--- config.mk ---
export PLATFORM = sky130hd
export DESIGN_NAME = led7219_chain
export DESIGN_NICKNAME = d
export VERILOG_FILES = /design/src/rtl/led7219_chain.sv
export SDC_FILE = /design/constraint.sdc
export NUM_CORES = 1
export LEC_CHECK = 0
export CAP_MARGIN = 0
export CORE_AREA = 2 2 229 231
export CTS_BUF_LIST = sky130_fd_sc_hd__clkbuf_8
export DETAILED_ROUTE_END_ITERATION = 10
export DIE_AREA = 0 0 231 233
export PLACE_DENSITY = 0.49
export SYNTH_ARGS = -nofsm -noshare
export SYNTH_HDL_FRONTEND = slang
export SYNTH_SLANG_ARGS = --single-unit
--- constraint.sdc ---
create_clock -name clk -period 4.65 [get_ports clk]
set_clock_uncertainty 0.15 [all_clocks]
set_input_delay 1.1625 -clock clk [delete_from_list [all_inputs] [get_ports clk]]
set_output_delay 1.1625 -clock clk [all_outputs]
set_load 0.01 [all_outputs]
--- src/rtl/led7219_chain.sv ---
// led7219_chain: refreshes a daisy-chain of NDEV MAX7219 8x8 LED matrices
// from a flat NDEV*64-bit debug vector. Runs the init sequence after reset,
// then refreshes continuously. Supports runtime intensity updates, a
// per-frame snapshot with freeze, and periodic re-initialisation.
module led7219_chain #(
  parameter int NDEV          = 4,
  parameter int CLK_DIV       = 4,
  parameter int INTENSITY     = 8,
  parameter int REINIT_FRAMES = 256
) (
  input  logic                 clk,
  input  logic                 rst,
  input  logic [NDEV*64-1:0]   data,
  input  logic                 freeze,
  input  logic [3:0]           intensity,
  input  logic                 intensity_wr,
  output logic                 leds_out,
  output logic                 leds_cs,
  output logic                 leds_clk,
  output logic                 busy,
  output logic                 frame_done
);

  localparam int NBITS = NDEV * 16;
  localparam int DIVW  = (CLK_DIV > 1) ? $clog2(CLK_DIV) : 1;
  localparam int BITW  = $clog2(NBITS);
  localparam int FCW   = (REINIT_FRAMES > 0) ? $clog2(REINIT_FRAMES + 1) : 1;

  typedef enum logic [2:0] {S_IDLE, S_SETUP, S_LO, S_HI, S_HOLD, S_GAP} state_t;
  typedef enum logic [1:0] {K_INIT, K_INT, K_ROW} kind_t;

  state_t                state_q, state_d;
  logic [DIVW-1:0]       div_q, div_d;
  logic [BITW-1:0]       bit_q, bit_d;
  logic [NBITS-1:0]      sh_q, sh_d;
  kind_t                 kind_q, kind_d;
  logic [2:0]            idx_q, idx_d;
  logic [FCW-1:0]        frm_q, frm_d;
  logic                  pend_q, pend_d;
  logic [3:0]            int_q, int_d;
  logic [NDEV*64-1:0]    snap_q, snap_d;
  logic                  cs_q, sclk_q, busy_q, done_q, done_d;

  logic                  div_last, load, shift, gap_end;
  logic [3:0]            addr;
  logic [7:0]            val, row_byte;
  logic [NBITS-1:0]      word_vec;
  logic [FCW-1:0]        frm_inc;

  assign div_last = (div_q == DIVW'(CLK_DIV - 1));
  assign frm_inc  = frm_q + 1'b1;

  // Transaction engine: CLK_DIV-cycle phases for setup, each bit LO/HI, hold and gap
  always_comb begin
    state_d = state_q;
    div_d   = div_q;
    bit_d   = bit_q;
    load    = 1'b0;
    shift   = 1'b0;
    gap_end = 1'b0;
    case (state_q)
      S_IDLE: begin
        state_d = S_SETUP;
        div_d   = '0;
        bit_d   = '0;
        load    = 1'b1;
      end
      S_SETUP: begin
        if (div_last) begin
          state_d = S_LO;
          div_d   = '0;
        end else begin
          div_d = div_q + 1'b1;
        end
      end
      S_LO: begin
        if (div_last) begin
          state_d = S_HI;
          div_d   = '0;
        end else begin
          div_d = div_q + 1'b1;
        end
      end
      S_HI: begin
        if (div_last) begin
          div_d = '0;
          if (bit_q == BITW'(NBITS - 1)) begin
            state_d = S_HOLD;
          end else begin
            state_d = S_LO;
            bit_d   = bit_q + 1'b1;
            shift   = 1'b1;
          end
        end else begin
          div_d = div_q + 1'b1;
        end
      end
      S_HOLD: begin
        if (div_last) begin
          state_d = S_GAP;
          div_d   = '0;
        end else begin
          div_d = div_q + 1'b1;
        end
      end
      S_GAP: begin
        if (div_last) begin
          state_d = S_IDLE;
          div_d   = '0;
          gap_end = 1'b1;
        end else begin
          div_d = div_q + 1'b1;
        end
      end
      default: state_d = S_IDLE;
    endcase
  end

  // Sequencer: choose the next transaction when the current gap completes
  always_comb begin
    kind_d = kind_q;
    idx_d  = idx_q;
    frm_d  = frm_q;
    done_d = 1'b0;
    if (gap_end) begin
      case (kind_q)
        K_INIT: begin
          if (idx_q == 3'd4) begin
            kind_d = K_ROW;
            idx_d  = 3'd0;
          end else begin
            idx_d = idx_q + 1'b1;
          end
        end
        K_INT: begin
          kind_d = K_ROW;
          idx_d  = 3'd0;
        end
        default: begin
          if (idx_q != 3'd7) begin
            idx_d = idx_q + 1'b1;
          end else begin
            done_d = 1'b1;
            frm_d  = frm_inc;
            idx_d  = 3'd0;
            if ((REINIT_FRAMES != 0) && (frm_inc == FCW'(REINIT_FRAMES))) begin
              frm_d  = '0;
              kind_d = K_INIT;
            end else if (pend_q) begin
              kind_d = K_INT;
            end
          end
        end
      endcase
    end
  end

  // Datapath: snapshot capture, register/value selection and the shift word
  always_comb begin
    snap_d   = snap_q;
    addr     = 4'h0;
    val      = 8'h00;
    row_byte = 8'h00;
    word_vec = '0;
    sh_d     = sh_q;
    if (load && (kind_q == K_ROW) && (idx_q == 3'd0) && !freeze) begin
      snap_d = data;
    end
    case (kind_q)
      K_INIT: begin
        case (idx_q)
          3'd0:    begin addr = 4'hC; val = 8'h01; end
          3'd1:    begin addr = 4'h9; val = 8'h00; end
          3'd2:    begin addr = 4'hB; val = 8'h07; end
          3'd3:    begin addr = 4'hA; val = {4'h0, int_q}; end
          default: begin addr = 4'hF; val = 8'h00; end
        endcase
      end
      K_INT:   begin addr = 4'hA; val = {4'h0, int_q}; end
      default: begin addr = {1'b0, idx_q} + 4'd1; end
    endcase
    for (int d = 0; d < NDEV; d++) begin
      row_byte = snap_d[d*64 + int'(idx_q)*8 +: 8];
      word_vec[d*16 +: 16] = {4'h0, addr, (kind_q == K_ROW) ? row_byte : val};
    end
    if (load) begin
      sh_d = word_vec;
    end else if (shift) begin
      sh_d = {sh_q[NBITS-2:0], 1'b0};
    end
  end

  // Intensity: strobe latches value and sets pending; loading a 0x0A word clears it
  always_comb begin
    pend_d = pend_q;
    int_d  = int_q;
    if (load && (addr == 4'hA)) begin
      pend_d = 1'b0;
    end
    if (intensity_wr) begin
      pend_d = 1'b1;
      int_d  = intensity;
    end
  end

  // Control state and registered pin outputs, cleared asynchronously
  always_ff @(posedge clk or posedge rst) begin
    if (rst) begin
      state_q <= S_IDLE;
      div_q   <= '0;
      bit_q   <= '0;
      sh_q    <= '0;
      kind_q  <= K_INIT;
      idx_q   <= 3'd0;
      frm_q   <= '0;
      pend_q  <= 1'b0;
      int_q   <= 4'(INTENSITY);
      cs_q    <= 1'b1;
      sclk_q  <= 1'b0;
      busy_q  <= 1'b0;
      done_q  <= 1'b0;
    end else begin
      state_q <= state_d;
      div_q   <= div_d;
      bit_q   <= bit_d;
      sh_q    <= sh_d;
      kind_q  <= kind_d;
      idx_q   <= idx_d;
      frm_q   <= frm_d;
      pend_q  <= pend_d;
      int_q   <= int_d;
      cs_q    <= !((state_d == S_SETUP) || (state_d == S_LO) ||
                   (state_d == S_HI) || (state_d == S_HOLD));
      sclk_q  <= (state_d == S_HI);
      busy_q  <= (state_d != S_IDLE);
      done_q  <= done_d;
    end
  end

  // Frame snapshot holds pixel data only, so it carries no reset
  always_ff @(posedge clk) begin
    snap_q <= snap_d;
  end

  assign leds_out   = sh_q[NBITS-1];
  assign leds_cs    = cs_q;
  assign leds_clk   = sclk_q;
  assign busy       = busy_q;
  assign frame_done = done_q;

endmodule

## Yosys cells after proc, flatten, opt, wreduce, memory -nomap -nowiden

Cells that the tools add are included.
Widths: inputs -> output; s select.

- Reduce and logical (&&, ||, !) cells: 23
- Eq/ne operators: 24
- Multiplexer cells: 43
- Bitwise operators: 2
- Add/sub/neg operators: 8
- Shift-type cells: 4

Operators by type and width:

| operator | count |
|---|---|
| $shiftx 256x10->8 | 2 |
| $mux 256 | 1 |
| $shiftx 256x7->8 | 1 |
| $shiftx 256x9->8 | 1 |
| $mux 64 | 2 |
| $mux 8 | 4 |
| $mux 3 | 8 |
| $add 8x6->9 const A | 2 |
| $eq 3x2->1 const B | 6 |
| $pmux 3 s6 | 1 |
| $pmux 4 s2 | 2 |
| $eq 3x3->1 const B | 4 |
| $mux 6 | 2 |
| $pmux 3 s4 | 1 |
| $pmux 4 s3 | 1 |
| $pmux 6 s2 | 1 |
| $mux 1 | 11 |
| $mux 2 | 5 |
| $add 9x1->9 const B | 1 |
| $eq 3x1->1 const B | 3 |
| $eq 9x9->1 const B | 1 |
| $mux 9 | 1 |
| $add 7x6->8 const A | 1 |
| $pmux 2 s2 | 2 |
| other kinds (25) | 40 |

- Logic and storage cells: 118
- Bits in registers: 354
- Output and inout bits: 5
- Input port bits: 264

## Depth between registers and ports, before layout

Gate-level depths: netlist of run 1.

- Depth after elaboration: 9
- Gate-level depth with buffers: 15
- Gate-level depth less buffers: 8

## Least setup slack after synthesis of run 1

No wires, ideal clock.

- Path type: register to register
- Start point: register idx_q[0]
- End point: register sh_q[16]
- Stages on the path, launching flop included: 12
- Path buffers: 3
- Library setup time: 147 ps
- Slack: 943 ps
- Required time: 4,353 ps
- Clock period less this slack: 3,707 ps
- Data arrival time: 3,410 ps
- Cell sequence: dfrtp_1 buf_2 clkinv_1 clkbuf_1 clkbuf_1 ha_1 or4b_4 nor4_4 mux2_2 mux2_2 a2111oi_0 o221ai_1

- Longest elaborated chain between the ends: 7
- Elaborated cells between the ends (all ways): 12
- Classes of those cells: add/sub (1); eq/ne (2); shift (1); mux (5); reduce/logical (3)

Ends and longest elaborated chain:

| item | RTL line | source |
|---|---|---|
| from (decl) | 37 | `logic [2:0] idx_q, idx_d;` |
| from (signal assigned) | 228 | `idx_q <= idx_d;` |
| $logic_not 3->1 | 166 | `if (load && (kind_q == K_ROW) && (idx_q == 3'd0) && !freeze) begin` |
| $logic_and 1x1->1 (2 in series) | 166 |  |
| $mux 256 | 166 |  |
| named net snap_d[112] | 41 | `logic [NDEV*64-1:0] snap_q, snap_d;` |
| $shiftx 256x9->8 | 183 | `row_byte = snap_d[d*64 + int'(idx_q)*8 +: 8];` |
| $mux 8 | 184 | `word_vec[d*16 +: 16] = {4'h0, addr, (kind_q == K_ROW) ? row_byte : val};` |
| $mux 64 | 186 | `if (load) begin` |
| to (signal assigned) | 212 | `sh_q <= '0;` |
| to (signal assigned) | 226 | `sh_q <= sh_d;` |
| to (decl) | 35 | `logic [NBITS-1:0] sh_q, sh_d;` |

The timed path passes the listed nets, and every way through them passes these cells.
A chain may end at the register's enable or synchronous reset.

## Worst setup path in the final report of run 1

- Start point: input freeze
- End point: register sh_q[16]

- Longest elaborated chain between the ends: 6

Ends and longest elaborated chain:

| item | RTL line | source |
|---|---|---|
| from (decl) | 14 | `input logic freeze,` |
| $logic_not 1->1 | 166 |  |
| $logic_and 1x1->1 | 166 |  |
| $mux 256 | 166 |  |
| named net snap_d[112] | 41 |  |
| $shiftx 256x9->8 | 183 |  |
| $mux 8 | 184 |  |
| $mux 64 | 186 |  |

The timed path passes the listed nets, and every way through them passes these cells.

==> impl_metrics.json, run 1 <==
{
  "fin_cells": 2907,
  "placed_area_sq_mm": 0.0186,
  "hp-class": "register to register",
  "fin_area_sq_mm": 0.0198,
  "ctsResizeCount": 0,
  "ys_seq_area_share_pct": 49.9,
  "synthCells": 1923,
  "drt_iter0_drc": 1008,
  "final_common_cell": "nand2_1",
  "yosysWarnings": 0,
  "met3_usage_pct": 3.84,
  "synth_top_flop_cell": "dfxtp_1",
  "synth-async-reset-ratio_pct": 27.7,
  "critPathTopFamily": "simple AND/OR/NAND/NOR gates",
  "grt_busiest_layer": "met2",
  "place_inst": 2790,
  "slew_headroom_pct": 41.1,
  "leakage_nw": 9.00,
  "wirelength_microns": 56500,
  "netlist_area_sq_mm": 0.0152,
  "vias": 14300,
  "postCtsHoldBufs": 0,
  "htreeDepth": 3,
  "fin_crit_ns": 3.40,
  "die_h_microns": 233,
  "clkTransAtPathRegs_ns": 0.06,
  "cts.sinks": 354,
  "worst_ir_drop_vdd_v": 0.000139,
  "grt_setup_unrepaired": "false",
  "drtPass1Iterations": 5,
  "avgRoutedWirePerCell_microns": 19.4,
  "grt-ovfl-total": 0,
  "crit_type": "input port to register",
  "root_buffer": "clkbuf_8",
  "dieArea_sq_mm": 0.0538,
  "crit_path_end_kind": "register",
  "cap_violations": 0,
  "die_w_microns": 231,
  "critPathLaunchType": "input port",
  "max_freq_ghz": 0.294,
  "final_util_pct": 38.8,
  "drive_gt1_share_pct": 7.10,
  "p_per_area_mw_per_mm2": 312,
  "grt_pass1_vias": 14100,
  "cts_inserted_buffers": 66,
  "syn_to_final_growth_pct": 30.3,
  "final_nets": 2451,
  "dp_hpwl_microns": 40600,
  "drv_slew": 0,
  "synth_nets": 2196,
  "p_total_mw": 6.18,
  "hold_violations": 0,
  "synth_edf_count": 0,
  "gr-usage-met2_pct": 32.5,
  "fin_crit_sh_pct": 73.1,
  "synth_area_per_cell_sq_um": 7.91,
  "clk_latency_ns": 0.60,
  "setup_tns_ns": 0,
  "portBuffers": 268,
  "ys_ff_latch": 354,
  "tritoncts": "built",
  "antenna_found_initial": 2,
  "synth_top_area_share_pct": 33.7,
  "synth.distinct_cells": 65,
  "crit_fanout": 3,
  "path_cells": "clkdlybuf4s50_1 -> or4b_4 -> nor4_4 -> mux2_2 -> mux2_2 -> a2111oi_0 -> o221ai_1",
  "sequential_cell_area_sq_mm": 0.00758,
  "grt_pass1_wl_microns": 84300,
  "synth_top_area_cell": "dfxtp_1",
  "max_stage_delay_ns": 0.54,
  "grt_max_degree": 106,
  "crit_path_frequent_cell": "mux2_2",
  "vias_per_cell": 4.93,
  "netlist_top_cells_area": "dfxtp_1 34%, nand2_1 22%, dfrtp_1 16%, nand3_1 3.5%, mux2i_1 2.2%",
  "cp.required_ns": 4.96,
  "cts.path.max_buffers": 3,
  "setup_viol": 0,
  "path_buf_inv": 1,
  "arrival_ns": 3.71,
  "ant_nets": 0,
  "slowest_stage": "or4b_4",
  "num_rows": 83,
  "io_pins": 269,
  "cts_setup_buffers": 0,
  "multi_input_area_sq_mm": 0.00707,
  "nFillCells": 5369,
  "outcome": "finished clean",
  "max_slew.worst_pin.slew_ns": 0.880,
  "track_usage_pct": 20.8,
  "layout_common_cells": "871 x nand2_1, 268 x clkdlybuf4s50_1, 256 x dfxtp_1",
  "coreArea_sq_mm": 0.0511,
  "drc": 0,
  "gp_congestion": 0.812,
  "initial_core_util_pct": 29.8,
  "grt_use_met1_pct": 28.2
}
Yosys cell counts (4+ instances only):
master and n:
a211o_1 5, a211oi_1 5, a21o_1 6, a21oi_1 55, a22oi_1 17, a31oi_1 54
and3_1 4, buf_1 12, buf_2 43, clkbuf_1 56, dfrtp_1 96, dfxtp_1 256
ha_1 9, inv_1 19, mux2_2 11, mux2i_1 34, mux4_2 6, nand2_1 871
nand2b_1 5, nand3_1 105, nand4_1 23, nand4b_1 4, nor2_1 55, nor3_1 11
o211ai_1 18, o21ai_0 33, o221ai_1 16, o22a_1 9, o22ai_1 10, o32ai_1 6
or2_2 4, or3_1 4, xnor2_1 6, xor2_1 4
sequential cells by signal (all words and copies together) (netlist names):
register / count
pend_q: 1
bit_q: 6
leds_clk: 1
frm_q: 9
kind_q: 2
leds_cs: 1
frame_done: 1
int_q: 4
state_q: 3
snap_q: 256
idx_q: 3
busy: 1
div_q: 2
sh_q: 64
cell type report:
| cell class | count | area share (%) |
|---|---|---|
| sequential | 354 | 38.3 |
| multi-input combinational | 1432 | 35.7 |
| clock buffer | 77 | 5.35 |
| tap | 680 | 4.30 |
| antenna | 1 | 0.0126 |
| clock inverter | 39 | 0.808 |
| timing repair buffer | 303 | 15.2 |
| inverter | 21 | 0.411 |
kinds of logic (layout without fill, tap and decap cells):
kind of cell               after synthesis  count (layout)  share of synthesized area (%)
adders and majority gates                9               9                          0.741
and+or+nand+nor                       1100            1100                           29.4
xor gates and xnor gates                10              10                          0.576
other                                    0               1                              0
buffers and inverters                  137             440                           3.93
AOI/OAI and AO/OA                      261             261                           11.4
muxes                                   52              52                           4.11
DFF                                    354             354                           49.9
worst min-delay path, delay by kind of cell, from the launching register on:
kind	cells	cell delay [ns]
simple gates	2	0.11
flops	1	0.30
stage by stage:
step / hold WS, ns / setup slack (ns)
after floorplan: 0.257 / 0.779
after global placement: 0.268 / 0.691
after detailed placement: 0.275 / 0.670
after CTS: 0.286 / 1.24
after global routing: 0.299 / 1.06
final: 0.282 / 1.25
where the power goes:
| part | leakage, nW | internal, mW | total, mW | switching (mW) |
|---|---|---|---|---|
| clock network | 0.744 | 1.50 | 2.82 | 1.32 |
| registers | 3.32 | 3.05 | 3.06 | 0.00491 |
| logic | 4.93 | 0.206 | 0.305 | 0.0989 |
| total | 9.00 | 4.75 | 6.18 | 1.43 |
path summary, 6_finish.rpt:
check | slack (ns) | to | startpoint | cells after the start
max | 1.25 | sh_q[16] | freeze | 7
min | 0.28 | snap_q[210] | snap_q[210] | 2
max reg2reg | 1.28 | sh_q[16] | state_q[1] | 7
min reg2reg | 0.28 | snap_q[210] | snap_q[210] | 2
max in group asynchronous | 2.71 | sh_q[20] | rst | 3
min in group asynchronous | 0.90 | frame_done | rst | 2
layer usage:
metal / vias to the layer above / routed length (microns)
li1: 6957 / -
met1: 6839 / 26000
met2: 433 / 25400
met3: 100 / 3270
met4: 2 / 1790
met5: - / 13
Power figures use the tool's default switching activity.
==> run 2, diff against run 1 <==
clock period = 3.35 ns   (was 4.65 ns; I/O delays follow)
==> run 2 against run 1 <==
Net effect:
- worst hold slack gained 0.0014 ns
- critical path depth rose by 2
- final cell count up 2.2%
- design area is 2.9% higher
- utilization rose by 1.1 points
- register-to-register slack worse by 0.92 ns
- worst setup slack lost 1.0 ns
- via count rose by 1.3%
- routed wire length is 1.1% higher
- largest power group unchanged
- highest routed layer is now met4
==> impl_metrics.json, run 2 (synthesized netlist as in run 1, its figures left out) <==
{
  "p_comb_share_pct": 4.8,
  "met3_length_microns": 2950,
  "slowest_stage": "mux4_1",
  "grt_max_degree": 99,
  "cts.path.max_buffers": 3,
  "root_buffer": "clkbuf_8",
  "nFillCells": 5311,
  "finalWorstSetupSlack_ns": 0.253,
  "htreeDepth": 3,
  "final_util_pct": 39.9,
  "wirelength_microns": 57100,
  "regMostFlops": "snap_q",
  "p_per_area_mw_per_mm2": 434,
  "startpoint": "freeze",
  "hp-class": "register to register",
  "cap_violations": 0,
  "dieArea_sq_mm": 0.0538,
  "r2r-end": "sh_q[0]",
  "antenna_found_initial": 1,
  "fin_crit_ns": 3.10,
  "grt-ovfl-total": 0,
  "worst_ir_drop_vdd_v": 0.000190,
  "p_sw_share_pct": 22.5,
  "tritoncts": "built",
  "vias_per_cell": 4.89,
  "cp.required_ns": 3.67,
  "maxUsedRoutingLayer": "met4",
  "io_pins": 269,
  "postCtsHoldBufs": 0,
  "dp_hpwl_microns": 41700,
  "ff2ff_setup_slack_ns": 0.36,
  "ctsResizeCount": 0,
  "initial_core_util_pct": 29.8,
  "final_common_cell": "nand2_1",
  "drv_slew": 0,
  "reg2reg_from": "idx_q[1]",
  "critPathLaunchType": "input port",
  "clkPwrFrac_pct": 47.2,
  "avgRoutedWirePerCell_microns": 19.2,
  "drtPass1Iterations": 5,
  "clk_latency_ns": 0.63,
  "syn_to_final_growth_pct": 34.0,
  "largestRegisters": "snap_q: 256 flops, sh_q: 64 flops, frm_q: 9 flops",
  "portBuffers": 268,
  "crit_path_frequent_cell": "buf_4",
  "fin_crit_sh_pct": 92.5,
  "holdPathEnd": "snap_q[167]",
  "ant_nets": 0,
  "wl_met2_microns": 26700,
  "cts_setup_buffers": 0,
  "max_slew.worst_pin.slew_ns": 0.898,
  "dp_slack_ns": -0.334,
  "cts.sinks": 354,
  "setup_tns_ns": 0,
  "coreArea_sq_mm": 0.0511,
  "drive_gt1_share_pct": 9.87,
  "grt_setup_unrepaired": "false",
  "cts_inserted_buffers": 67,
  "seqPwrFrac_pct": 48.0,
  "crit_type": "input port to register",
  "crit_fanout": 7,
  "vias": 14500,
  "wl_met1_microns": 26400,
  "worstHoldPathCells": 2,
  "track_usage_pct": 21.1,
  "setup_viol": 0,
  "largest_register_ffs": 256,
  "crit_path_end_kind": "register",
  "leakage_nw": 9.31,
  "drt_iter0_drc": 1077,
  "path_cells": "clkdlybuf4s50_1 -> or4b_4 -> nor4_4 -> buf_4 -> buf_4 -> mux4_1 -> a32oi_1 -> and4b_1 -> o211ai_2",
  "drc": 0,
  "hold_violations": 0,
  "holdCritStartpoint": "snap_q[167]",
  "slew_headroom_pct": 39.9,
  "total_switching_power_mw": 1.99,
  "r2r_cells": 10,
  "p_int_mw": 6.84,
  "layout_common_cells": "871 x nand2_1, 268 x clkdlybuf4s50_1, 256 x dfxtp_1",
  "outcome": "finished clean",
  "die_w_microns": 231,
  "gp_congestion": 0.817,
  "die_h_microns": 233,
  "final_nets": 2513,
  "num_rows": 83,
  "max_stage_delay_ns": 0.56,
  "max_freq_ghz": 0.323,
  "grt_pass1_vias": 14400,
  "grt_pass1_wl_microns": 85800,
  "holdWs_ns": 0.284,
  "arrival_ns": 3.42,
  "p_total_mw": 8.84,
  "clkTransAtPathRegs_ns": 0.05
}
==> run 2: cell types whose count changed in the layout (fill, tap and decap cells not counted) <==
cell and change:
buf_12 +1, buf_4 +60, bufinv_16 +1, clkbuf_8 +7
inv_1 -5, inv_4 -1
==> run 2: worst max path at each step <==
stage                          end  cells past startpoint
after global placement    sh_q[16]                      8
after global routing      sh_q[51]                      9
after detailed placement  sh_q[51]                      9
final                      sh_q[0]                      9
after floorplan           sh_q[16]                     11
after CTS                 sh_q[51]                      9
==> run 2: power groups by stage <==
stage	registers, mW	logic [mW]	clock network, mW
global route	4.24	0.446	4.48
finish	4.24	0.422	4.17
detailed placement	4.33	0.427	0
CTS	4.24	0.430	4.29
global placement	4.33	0.432	0
floorplan	4.32	0.0402	0
==> run 2: cell type report <==
cell class              instances  area (sq um)  share of cell area, %
clock buffers                  84          1160                   5.67
repair buffers                364          3480                   17.1
diodes                          1          2.50                 0.0123
multi-input cells            1432          7070                   34.7
inverters                      21          82.6                  0.405
clock inverters                34           164                  0.804
flip-flops and latches        354          7580                   37.2
well taps                     680           851                   4.17
==> run 2: worst max-delay path: cells and delay by family <==
family | cells | cell delay [ns]
and+or+nand+nor | 3 | 0.99
buffers and inverters | 3 | 0.79
muxes | 1 | 0.56
AOI/OAI and AO/OA | 2 | 0.23
==> run 2: stage by stage <==
stage                     area (sq um)  std cells
after floorplan                  15200       1923
after CTS                        20400       2969
after global placement           19100       2851
after global routing             20400       2970
final                            20400       2970
after detailed placement         19100       2851
==> run 2: metal layers <==
layer	track usage, %	vias to the layer above
li1	-	7083
met1	28.3	6974
met2	34.6	396
met3	3.57	64
met4	6.39	0
met5	0	-
